**config.mk**
```make
export PLATFORM = sky130hd
export DESIGN_NAME = rs_encoder_256
export DESIGN_NICKNAME = d
export VERILOG_FILES = /design/src/rtl/rs_encoder_256.sv
export SDC_FILE = /design/constraint.sdc
export NUM_CORES = 1
export LEC_CHECK = 0
export CORE_ASPECT_RATIO = 0.75
export CORE_UTILIZATION = 60
export CTS_CLUSTER_DIAMETER = 100
export DETAILED_ROUTE_END_ITERATION = 10
export PLACE_DENSITY = 0.76
export SLEW_MARGIN = 20
export SYNTH_ARGS = -nofsm -noshare
export SYNTH_HDL_FRONTEND = slang
export SYNTH_SLANG_ARGS = --single-unit
```
**constraint.sdc**
```tcl
create_clock -name clk -period 3.22 [get_ports clk]
set_clock_uncertainty 0.15 [all_clocks]
set_input_delay 0.644 -clock clk [delete_from_list [all_inputs] [get_ports clk]]
set_output_delay 0.644 -clock clk [all_outputs]
set_load 0.05 [all_outputs]
```
**src/rtl/rs_encoder_256.sv**
```systemverilog
// Byte-serial systematic Reed-Solomon encoder over GF(256), field polynomial 0x11D.
// Message bytes pass straight through; 16 parity bytes follow from an LFSR division by g(x).
module rs_encoder_256 #(
  parameter int MSG_LEN = 239
) (
  input  logic       clk,
  input  logic       rst_n,
  input  logic [7:0] din,
  input  logic       din_valid,
  output logic       din_ready,
  output logic [7:0] dout,
  output logic       dout_valid,
  output logic       dout_last,
  input  logic       dout_ready,
  output logic       busy
);

  typedef enum logic [0:0] {ST_DATA = 1'b0, ST_PARITY = 1'b1} state_e;

  function automatic logic [7:0] gf256_mul(input logic [7:0] a, input logic [7:0] b);
    logic [7:0] acc;
    logic [7:0] sh;
    acc = 8'h00;
    sh  = a;
    for (int k = 0; k < 8; k++) begin
      acc = b[k] ? (acc ^ sh) : acc;
      sh  = sh[7] ? ({sh[6:0], 1'b0} ^ 8'h1D) : {sh[6:0], 1'b0};
    end
    return acc;
  endfunction

  // Expands prod (x + alpha^i), i=0..15, at elaboration; returns g_0..g_15 (g_16 = 1 is implicit).
  function automatic logic [127:0] gen_poly();
    logic [135:0] c;
    logic [7:0]   root;
    c    = 136'd1;
    root = 8'h01;
    for (int i = 0; i < 16; i++) begin
      for (int j = 16; j >= 1; j--) begin
        c[8*j +: 8] = c[8*(j-1) +: 8] ^ gf256_mul(c[8*j +: 8], root);
      end
      c[7:0] = gf256_mul(c[7:0], root);
      root   = gf256_mul(root, 8'h02);
    end
    return c[127:0];
  endfunction

  localparam logic [127:0] GEN      = gen_poly();
  localparam logic [7:0]   LAST_MSG = 8'(MSG_LEN - 1);
  localparam logic [7:0]   LAST_PAR = 8'd15;

  state_e     state_q, state_d;
  logic [7:0] cnt_q, cnt_d;
  logic [7:0] par_q [16];
  logic [7:0] par_d [16];
  logic [7:0] dout_q, dout_d;
  logic       dout_valid_q, dout_valid_d;
  logic       dout_last_q, dout_last_d;
  logic       busy_q, busy_d;
  logic       slot_free_s;
  logic       accept_s;
  logic [7:0] fb_s;

  assign slot_free_s = !dout_valid_q || dout_ready;
  assign din_ready   = (state_q == ST_DATA) && slot_free_s;
  assign accept_s    = din_valid && din_ready;
  assign fb_s        = din ^ par_q[15];

  assign dout       = dout_q;
  assign dout_valid = dout_valid_q;
  assign dout_last  = dout_last_q;
  assign busy       = busy_q;

  // Next-state: message pass-through with LFSR update, then parity shift-out.
  always_comb begin
    state_d      = state_q;
    cnt_d        = cnt_q;
    par_d        = par_q;
    dout_d       = dout_q;
    dout_valid_d = dout_valid_q;
    dout_last_d  = dout_last_q;
    if (dout_valid_q && dout_last_q && dout_ready) begin
      busy_d = 1'b0;
    end else begin
      busy_d = busy_q;
    end

    case (state_q)
      ST_DATA: begin
        if (accept_s) begin
          dout_d       = din;
          dout_valid_d = 1'b1;
          dout_last_d  = 1'b0;
          busy_d       = 1'b1;
          par_d[0]     = gf256_mul(GEN[7:0], fb_s);
          for (int i = 1; i < 16; i++) begin
            par_d[i] = par_q[i-1] ^ gf256_mul(GEN[8*i +: 8], fb_s);
          end
          if (cnt_q == LAST_MSG) begin
            state_d = ST_PARITY;
            cnt_d   = 8'd0;
          end else begin
            cnt_d = cnt_q + 8'd1;
          end
        end else if (slot_free_s) begin
          dout_valid_d = 1'b0;
          dout_last_d  = 1'b0;
        end else begin
          dout_valid_d = dout_valid_q;
        end
      end
      ST_PARITY: begin
        if (slot_free_s) begin
          dout_d       = par_q[15];
          dout_valid_d = 1'b1;
          if (cnt_q == LAST_PAR) begin
            dout_last_d = 1'b1;
            cnt_d       = 8'd0;
            state_d     = ST_DATA;
            for (int i = 0; i < 16; i++) begin
              par_d[i] = 8'h00;
            end
          end else begin
            dout_last_d = 1'b0;
            cnt_d       = cnt_q + 8'd1;
            par_d[0]    = 8'h00;
            for (int i = 1; i < 16; i++) begin
              par_d[i] = par_q[i-1];
            end
          end
        end else begin
          dout_valid_d = dout_valid_q;
        end
      end
      default: begin
        state_d = ST_DATA;
        cnt_d   = 8'd0;
      end
    endcase
  end

  // State, parity and output registers.
  always_ff @(posedge clk or negedge rst_n) begin
    if (!rst_n) begin
      state_q      <= ST_DATA;
      cnt_q        <= 8'd0;
      dout_q       <= 8'h00;
      dout_valid_q <= 1'b0;
      dout_last_q  <= 1'b0;
      busy_q       <= 1'b0;
      for (int i = 0; i < 16; i++) begin
        par_q[i] <= 8'h00;
      end
    end else begin
      state_q      <= state_d;
      cnt_q        <= cnt_d;
      dout_q       <= dout_d;
      dout_valid_q <= dout_valid_d;
      dout_last_q  <= dout_last_d;
      busy_q       <= busy_d;
      par_q        <= par_d;
    end
  end

endmodule

```
Word-level counts from Yosys, hierarchy flattened:

Cells that the tools add are included.

* add/subtract/negate cells: 1
* eq/ne operators: 5
* multiplexer cells: 148
* bitwise operators: 122
* reductions and logical operators: 8

Operators with widths (number)
* $mux 8: 63
* $mux 128: 2
* $pmux 128 s2: 1
* $mux 7: 30
* $not 5->5: 27
* $xor 8x8->8: 16
* $mux 120: 1
* $mux 6: 18
* $not 6->6: 13
* $not 4->4: 18
* $not 3->3: 18
* $mux 5: 9
* $pmux 8 s2: 2
* $not 2->3: 10
* $not 7->7: 3
* $mux 4: 4
* $mux 1: 13
* $not 3->4: 3
* $not 4->5: 2
* $add 8x1->8 const B: 1
* $eq 8x4->1 const B: 1
* $eq 8x8->1 const B: 1
* $not 1->2: 4
* $not 8->8: 1
* 12 further kinds: 23

* flip-flop bits (word level): 148
* bits of input ports: 12
* output and inout port bits: 12
* word-level logic and storage cells: 306

Logic depth before layout (Yosys ltp):

Gate-level depths: netlist (run 1).

* depth after elaboration: 19
* gate-level depth with buffers: 8
* gate-level depth less buffers: 8

Worst setup path after synthesis (run 1):

OpenSTA, ideal clock, no wires.

* path type: input -> register
* start point: input port din[7]
* end point: register par_q[88] (netlist bit)
* library setup time: 0.136 ns
* data arrival time: 2.320 ns
* required time: 2.934 ns
* slack: 0.614 ns
* stages: 7
* path buffers: 1
* cells stage by stage: xnor2_1 > buf_4 > xnor3_2 > xnor2_2 > xnor2_1 > o211ai_1 > o311ai_1

* longest elaborated chain between the ends: 5

Ends and longest elaborated chain
* from (decl): RTL line 8 `input logic [7:0] din,`
* $xor 8x8->8: RTL line 67 `assign fb_s = din ^ par_q[15];`
* $mux 8: RTL line 26 `acc = b[k] ? (acc ^ sh) : acc;`
* $xor 8x8->8: RTL line 97 `par_d[i] = par_q[i-1] ^ gf256_mul(GEN[8*i +: 8], fb_s);`
* $mux 128: RTL line 90 `if (accept_s) begin`
* $pmux 128 s2: RTL line 88 `case (state_q)`
* to (signal assigned): RTL line 161 `par_q <= par_d;`
* to (decl): RTL line 54 `logic [7:0] par_q [16];`

Every way passes these cells. The select of a mux whose other input is x is not followed.
A chain may end at the register's enable or synchronous reset.

Final worst setup path (run 1):

* start point: input port din[5]
* end point: register par_q[25] (netlist bit)

* longest elaborated chain between the ends: 7

Ends and longest elaborated chain (RTL line)
* $xor 8x8->8: 67
* $mux 6: 26
* $mux 7: 26
* $mux 8: 26
* $xor 8x8->8: 97
* $mux 128: 90
* $pmux 128 s2: 88

Every way passes these cells. The select of a mux whose other input is x is not followed.

==> reports/qor.txt, run 1 <==
SYNTH
------------------------------------------------------------------------------------
Average cell area after synthesis                                           9.77 µm²
Syn nets                                                                         908
XOR/XNOR share of the synthesized area                                         0.294
Share of synthesized area occupied by flip-flops and latches                   0.424
Adder-cell area share of the yosys netlist                                   0.00286
Number of distinct library cells after synthesis                                  47
Area share of the largest cell type after synthesis                            0.424
Number of flip-flops and latches in the synthesized netlist                      148
Most frequently used flop master after synthesis                        sky130_fd_sc_hd__dfrtp_1
Post-synth top area cell                                                sky130_fd_sc_hd__dfrtp_1
Area fraction in and, or, nand and nor cells after synthesis                   0.127
Synth area leaders                                                      sky130_fd_sc_hd__dfrtp_1 42%, sky130_fd_sc_hd__xnor2_1 15%, sky130_fd_sc_hd__xnor3_1 7.0%
Netlist area before placement                                               8740 µm²
Multiplexer share of the synthesized area                                     0.0130
Fraction of registers with async set/reset                                      1.00
EDFF count, synth                                                                  0
Main combinational cell family by area after synthesis                  XOR/XNOR gates
Compound-gate portion of the synthesized area                                  0.114
Synth warn                                                                         0
Cells after synthesis                                                            894

FINISH
------------------------------------------------------------------------------------
Share of post-route cells with drive strength above 1                          0.125
Area occupied by multi-input gates                                          4840 µm²
Total area of sequential cells                                              3710 µm²
Fill cell instance count of the final layout                                    1027
Area Overhead vs Synth                                                         16.3%
Final #Nets                                                                      952
Fin util                                                                       0.727
Count of antenna diodes in the layout                                              0
Final non-filler cell area                                                 10200 µm²

WORST SETUP PATH
------------------------------------------------------------------------------------
Critical path data required time                                             3.41 ns
Worst Setup Path Type                                                   input pin to flip-flop
Worst Path Max Fanout                                                              9
Critical path capture point type                                           flip-flop
Kind of launch point of the worst setup path                               input pin
Standard cell with the maximum stage delay on the critical path         sky130_fd_sc_hd__xnor2_2
Crit-path most repeated cell                                            sky130_fd_sc_hd__xnor2_1
Crit path buffers/inverters                                                        1
Cells along the critical path                                           clkdlybuf4s50_1 -> xnor2_2 -> xnor2_1 -> xnor2_1 -> nand2_1 -> mux2_2 -> a21oi_1
Delay contributed by the slowest stage of the critical path                  0.76 ns
CP arrival                                                                   3.32 ns
Worst path top cell family by delay                                     XOR/XNOR gates

GLOBAL ROUTING
------------------------------------------------------------------------------------
Via count of the first global-routing pass                                      6712
Total Routing Usage GR                                                         0.335
Number of antenna violations at the first check in global routing                  0
Largest net degree at the start of global routing                                108
Global route total overflow                                                        0
Global-route wire length before repair                                      37000 µm

CTS
------------------------------------------------------------------------------------
H-tree levels                                                                      4
Number of post-CTS setup repair buffers                                            0
Clk_lat worst skew                                                           0.43 ns
Clock tree from TritonCTS                                                       done
Root Driver                                                             sky130_fd_sc_hd__clkbuf_16
Worst-path clk slew                                                          0.06 ns
Cts bufs inserted                                                                 17
Clock net sink count                                                             148
Number of buffers inserted for hold repair after clock tree synthesis              0
Buffer depth of the longest clock path                                             2
Count of instances resized after the clock tree is built                           0

PLACED DESIGN
------------------------------------------------------------------------------------
IO Port Bufs                                                                      23
Dpl cell area                                                               9500 µm²
Gpl congestion                                                                 0.939
Final HPWL from detailed placement                                          15600 µm

STA
------------------------------------------------------------------------------------
Fmax                                                                       0.319 GHz
Max-slew headroom                                                              0.379
Fin Hold WS                                                                0.0418 ns
Number of max-slew violations in the final report                                  0
Number of endpoints with negative hold slack in the final report                   0
Clock period minus final worst setup slack                                   3.13 ns
Setup repair after global routing missed its margin                               no
Endpoints failing setup                                                            0
Actual transition at the worst max-transition pin                           0.927 ns
Final critical-path share of the clock period                                  0.973

ROUTING
------------------------------------------------------------------------------------
Vias per cell                                                                   5.92
Via count                                                                       6783
Total detailed-routing wirelength                                           23200 µm
DRC errors left                                                                    0
Starting DRT DRC Count                                                           774
Antenna Nets Post-Route                                                            0
Router iterations before antenna repair                                            6
Average routed wire per standard cell                                        20.2 µm

FLOORPLAN
------------------------------------------------------------------------------------
Count of pins on the block boundary                                               24
Die width                                                                     141 µm
Placement row count                                                               37
Full die area                                                              15100 µm²
Placeable core region                                                      14000 µm²
Die Ht                                                                        107 µm
Starting density of the core                                                   0.625

STATUS
------------------------------------------------------------------------------------
Outcome                                                                 finished clean

MIN PATH
------------------------------------------------------------------------------------
Hold WC Path Type                                                       input pin to async pin

RUN
------------------------------------------------------------------------------------
Max-cap violation count                                                            0

[synthesized netlist by cell type (all sizes together), types with 2 or more instances]
master,count
nor4,3
xnor3,28
or3,2
a32o,2
a21oi,12
xnor2,171
mux2,3
mux2i,8
a221oi,6
nand4,3
o21a,2
nor2,111
ha,2
nor3,3
o311ai,3
o21ai,128
nand2,149
o211ai,2
dfrtp,148
a22oi,18
and2,2
nand3,4
clkbuf,35
xor2,22
buf,16
[per-stage QoR]
step           setup slack, ns  TNS, ns  cells
2_1_floorplan            0.614        0    894
3_3_place_gp            -0.116    -1.70   1114
3_5_place_dp            -0.225    -3.09   1114
4_1_cts                  0.153        0   1146
5_1_grt                  0.108        0   1146
6_report                0.0881        0   1146
[kinds of logic after synthesis]
family,count (synthesis)
fa+ha+maj,2
simple gates,281
buf+inv,53
flops,148
compound gates,177
xor+xnor,222
mux,11
[final cells by class]
class                      instances  share of cell area
sequential                       148               0.365
tap                              195              0.0240
inverter                           2            0.000739
clock inverter                     9              0.0170
timing repair buffer              76              0.0691
clock buffer                      23              0.0480
multi-input combinational        693               0.476
[final timing paths]
kind | from | end | slack [ns] | cells past startpoint
setup / recovery | din[5] | par_q[25] | 0.09 | 7
hold / removal | rst_n | dout[7] | 0.04 | 1
setup reg to reg | par_q[5] | par_q[25] | 0.36 | 6
hold reg to reg | dout[7] | dout[7] | 0.33 | 2
max in group asynchronous | rst_n | par_q[24] | 1.99 | 2
min in group clk | dout[7] | dout[7] | 0.33 | 2
[metal layers]
metal  up-vias  track usage  share of wire
met5         -            0              0
met4         0        0.135          0.028
met3        60       0.0694          0.089
met2       355        0.502           0.45
met1      3326        0.477           0.43
li1       3042            -              -
[state kept, by name, indices dropped and copies added (netlist names)]
name,count
cnt_q,8
state_q,1
dout,8
busy,1
dout_last,1
dout_valid,1
par_q,128
[placed cells by master, fill, tap and decap left out, types with 3 or more instances in the layout]
master	Yosys	routed
sky130_fd_sc_hd__xnor2_1	154	152
sky130_fd_sc_hd__nand2_1	149	148
sky130_fd_sc_hd__dfrtp_1	148	147
sky130_fd_sc_hd__nor2_1	109	109
sky130_fd_sc_hd__o21ai_0	104	104
sky130_fd_sc_hd__buf_4	3	48
sky130_fd_sc_hd__xnor3_1	27	27
sky130_fd_sc_hd__o21ai_1	24	24
sky130_fd_sc_hd__clkdlybuf4s50_1	0	21
sky130_fd_sc_hd__xor2_1	18	18
sky130_fd_sc_hd__a22oi_1	18	18
sky130_fd_sc_hd__clkbuf_16	0	17
sky130_fd_sc_hd__xnor2_2	13	15
sky130_fd_sc_hd__a21oi_1	12	12
sky130_fd_sc_hd__mux2i_1	8	8
sky130_fd_sc_hd__a221oi_1	6	6
sky130_fd_sc_hd__buf_12	0	6
sky130_fd_sc_hd__bufinv_16	0	5
sky130_fd_sc_hd__nand3_1	4	4
sky130_fd_sc_hd__xnor2_4	4	4
sky130_fd_sc_hd__clkbuf_8	0	4
sky130_fd_sc_hd__nand4_1	3	3
sky130_fd_sc_hd__nor4_1	3	3
sky130_fd_sc_hd__mux2_2	3	3
sky130_fd_sc_hd__nor3_1	3	3
sky130_fd_sc_hd__clkinv_2	0	3
Power of run 1 is left out: the tool's default activity adds up to more than one toggle a clock period on the data nets, which glitch-free logic cannot reach.
==> run 2: changes to the inputs <==
==> constraint.sdc (replaced) <==
create_clock -name clk -period 3.22 [get_ports clk]
set_clock_uncertainty 0.15 [all_clocks]
set_input_delay 0.644 -clock clk [delete_from_list [all_inputs] [get_ports clk]]
set_output_delay 0.644 -clock clk [all_outputs]
set_load 0.005 [all_outputs]
==> run 2 against run 1 <==
  * First-iteration DRC count is 12% lower
  * Core utilization down 0.47 points
  * Clock-buffer cell count up 1
  * Via count down 2.0%
  * Register-to-register slack better by 0.04 ns
  * Design area fell by 0.64%
  * Global-route usage rose by 0.074 points
  * Flip-flop and latch count did not move
  * Critical path type unchanged
  * Highest routed layer unchanged
==> reports/qor.txt, run 2 (synthesis gave the netlist of run 1 again) <==
WORST SETUP PATH
------------------------------------------------------------------------------------
Capturing instance or port of the critical path                            par_q[40]   was par_q[25]
Delay contributed by the slowest stage of the critical path                  0.73 ns   was 0.76 ns
Standard cell with the maximum stage delay on the critical path         sky130_fd_sc_hd__xnor2_2   unchanged
Critical path capture point type                                           flip-flop   unchanged
Crit path buffers/inverters                                                        1   unchanged
Worst reg-to-reg path cell count                                                   7   was 6
Worst Path Max Fanout                                                              9   unchanged
Start point of the critical path                                              din[5]   unchanged
Crit-path most repeated cell                                            sky130_fd_sc_hd__xnor2_1   unchanged
Reg-to-reg slack, setup                                                      0.40 ns   was 0.36 ns
CP arrival                                                                   3.19 ns   was 3.32 ns
Critical path data required time                                             3.37 ns   was 3.41 ns
Stages on worst setup path                                                         7   unchanged
Kind of launch point of the worst setup path                               input pin   unchanged
Startpoint of the worst-slack reg-to-reg timing path                        par_q[7]   was par_q[5]
Cells along the critical path                                           clkdlybuf4s50_1 -> xnor2_2 -> xnor2_1 -> xnor3_1 -> nor2_1 -> xnor2_1 -> o21ai_0   was clkdlybuf4s50_1 -> xnor2_2 -> xnor2_1 -> xnor2_1 -> nand2_1 -> mux2_2 -> a21oi_1
Worst path top cell family by delay                                     XOR/XNOR gates   unchanged
FF-to-FF End                                                               par_q[29]   was par_q[25]
Worst Setup Path Type                                                   input pin to flip-flop   unchanged

STA
------------------------------------------------------------------------------------
Final critical-path share of the clock period                                  0.945   was 0.973
Clock period minus final worst setup slack                                   3.04 ns   was 3.13 ns
Max-slew headroom                                                              0.376   was 0.379
Number of endpoints with negative hold slack in the final report                   0   unchanged
Setup WS post-layout                                                        0.176 ns   was 0.0881 ns
Fmax                                                                       0.329 GHz   was 0.319 GHz
Endpoints failing setup                                                            0   unchanged
Number of max-slew violations in the final report                                  0   unchanged
Setup repair after global routing missed its margin                               no   unchanged
Actual transition at the worst max-transition pin                           0.932 ns   was 0.927 ns

CTS
------------------------------------------------------------------------------------
Buffer depth of the longest clock path                                             2   unchanged
Number of buffers inserted for hold repair after clock tree synthesis              0   unchanged
Clock tree from TritonCTS                                                       done   unchanged
Cts bufs inserted                                                                 17   unchanged
Number of post-CTS setup repair buffers                                            0   unchanged
Worst-path clk slew                                                          0.06 ns   about the same
H-tree levels                                                                      4   unchanged
Clk_lat worst skew                                                           0.43 ns   about the same
Clock net sink count                                                             148   unchanged
Count of instances resized after the clock tree is built                           0   unchanged
Root Driver                                                             sky130_fd_sc_hd__clkbuf_16   unchanged

FLOORPLAN
------------------------------------------------------------------------------------
Full die area                                                              15100 µm²   unchanged
Die Ht                                                                        107 µm   unchanged
Starting density of the core                                                   0.625   unchanged
Die width                                                                     141 µm   unchanged
Count of pins on the block boundary                                               24   unchanged
Placeable core region                                                      14000 µm²   unchanged
Placement row count                                                               37   unchanged

ROUTING
------------------------------------------------------------------------------------
Average routed wire per standard cell                                        20.2 µm   about the same
DRC errors left                                                                    0   unchanged
Vias per cell                                                                   5.83   was 5.92
Router iterations before antenna repair                                            6   unchanged
Total detailed-routing wirelength                                           23000 µm   was 23200 µm
Via count                                                                       6647   was 6783
Antenna Nets Post-Route                                                            0   unchanged
Starting DRT DRC Count                                                           680   was 774

FINISH
------------------------------------------------------------------------------------
Reg with most FFs                                                              par_q   unchanged
Highest-count cells in the layout ignoring fill and taps                152 x sky130_fd_sc_hd__xnor2_1, 148 x sky130_fd_sc_hd__nand2_1, 147 x sky130_fd_sc_hd__dfrtp_1   unchanged
Leading cell type in the layout, fill and taps excluded                 sky130_fd_sc_hd__xnor2_1   unchanged
Number of flip-flops in the largest register                                     128   unchanged
Count of antenna diodes in the layout                                              0   unchanged
Fin util                                                                       0.722   was 0.727
Final #Nets                                                                      947   was 952
Area occupied by multi-input gates                                          4840 µm²   unchanged
Area Overhead vs Synth                                                         15.6%   was 16.3%
Share of post-route cells with drive strength above 1                          0.117   was 0.125
Fill cell instance count of the final layout                                    1030   was 1027
Total area of sequential cells                                              3710 µm²   unchanged

GLOBAL ROUTING
------------------------------------------------------------------------------------
Largest net degree at the start of global routing                                 77   was 108
Total Routing Usage GR                                                         0.336   was 0.335
Via count of the first global-routing pass                                      6769   was 6712
Global route total overflow                                                        0   unchanged
Number of antenna violations at the first check in global routing                  0   unchanged
Global-route wire length before repair                                      37200 µm   was 37000 µm

PLACED DESIGN
------------------------------------------------------------------------------------
IO Port Bufs                                                                      23   unchanged
Placement Setup Slack                                                      -0.200 ns   was -0.225 ns
Gpl congestion                                                                 0.951   was 0.939
Final HPWL from detailed placement                                          15300 µm   was 15600 µm

RUN
------------------------------------------------------------------------------------
Max-cap violation count                                                            0   unchanged

MIN PATH
------------------------------------------------------------------------------------
Hold WC Path Type                                                       input pin to async pin   unchanged

STATUS
------------------------------------------------------------------------------------
Outcome                                                                 finished clean   unchanged

-- run 2: cell count changes in the layout (fill, tap and decap cells not counted), sizes merged --
cell           change
clkdlybuf4s50      +1
clkinvlp           +1
bufinv             -2
buf                -6
clkbuf             +1
-- run 2: worst min path at each step --
stage	to	slack [ns]
floorplan	busy	0.20
finish	dout[1]	0.09
global placement	busy	0.31
detailed placement	dout[3]	0.32
CTS	dout[1]	0.13
global route	dout[1]	0.15
-- run 2: area by class of cell --
cell class,instances,share of cell area
multi-input cells,693,0.479
clock buffers,24,0.0477
inverters,2,0.000744
flip-flops and latches,148,0.367
repair buffers,71,0.0685
well taps,195,0.0242
clock inverters,8,0.0123
-- run 2: per-stage QoR --
stage          std cells  TNS [ns]  hold WS [ns]  cell area, µm²
2_1_floorplan        894         0         0.198            8740
3_3_place_gp        1109     -1.69         0.310            9490
3_5_place_dp        1109     -3.12         0.319            9490
4_1_cts             1141         0         0.128           10100
5_1_grt             1141         0         0.147           10100
6_report            1141         0        0.0879           10100
-- run 2: per-layer routing --
| metal | GRT usage | vias to the layer above | routed length (µm) |
|---|---|---|---|
| met5 | 0 | - | 0 |
| met4 | 0.128 | 0 | 500 |
| met3 | 0.0842 | 49 | 1840 |
| met2 | 0.504 | 258 | 10600 |
| met1 | 0.470 | 3307 | 10100 |
| li1 | - | 3033 | - |
-- run 2: worst register-to-register path, cell delays in order, from the launching register on --
cell,delay (ns)
sky130_fd_sc_hd__dfrtp_1,0.44
sky130_fd_sc_hd__xnor2_2,0.77
sky130_fd_sc_hd__xnor3_2,0.62
sky130_fd_sc_hd__buf_4,0.20
sky130_fd_sc_hd__xnor2_1,0.16
sky130_fd_sc_hd__nor2_1,0.09
sky130_fd_sc_hd__a22oi_1,0.16
sky130_fd_sc_hd__o21ai_0,0.10
Power of run 2 is left out for the same reason.
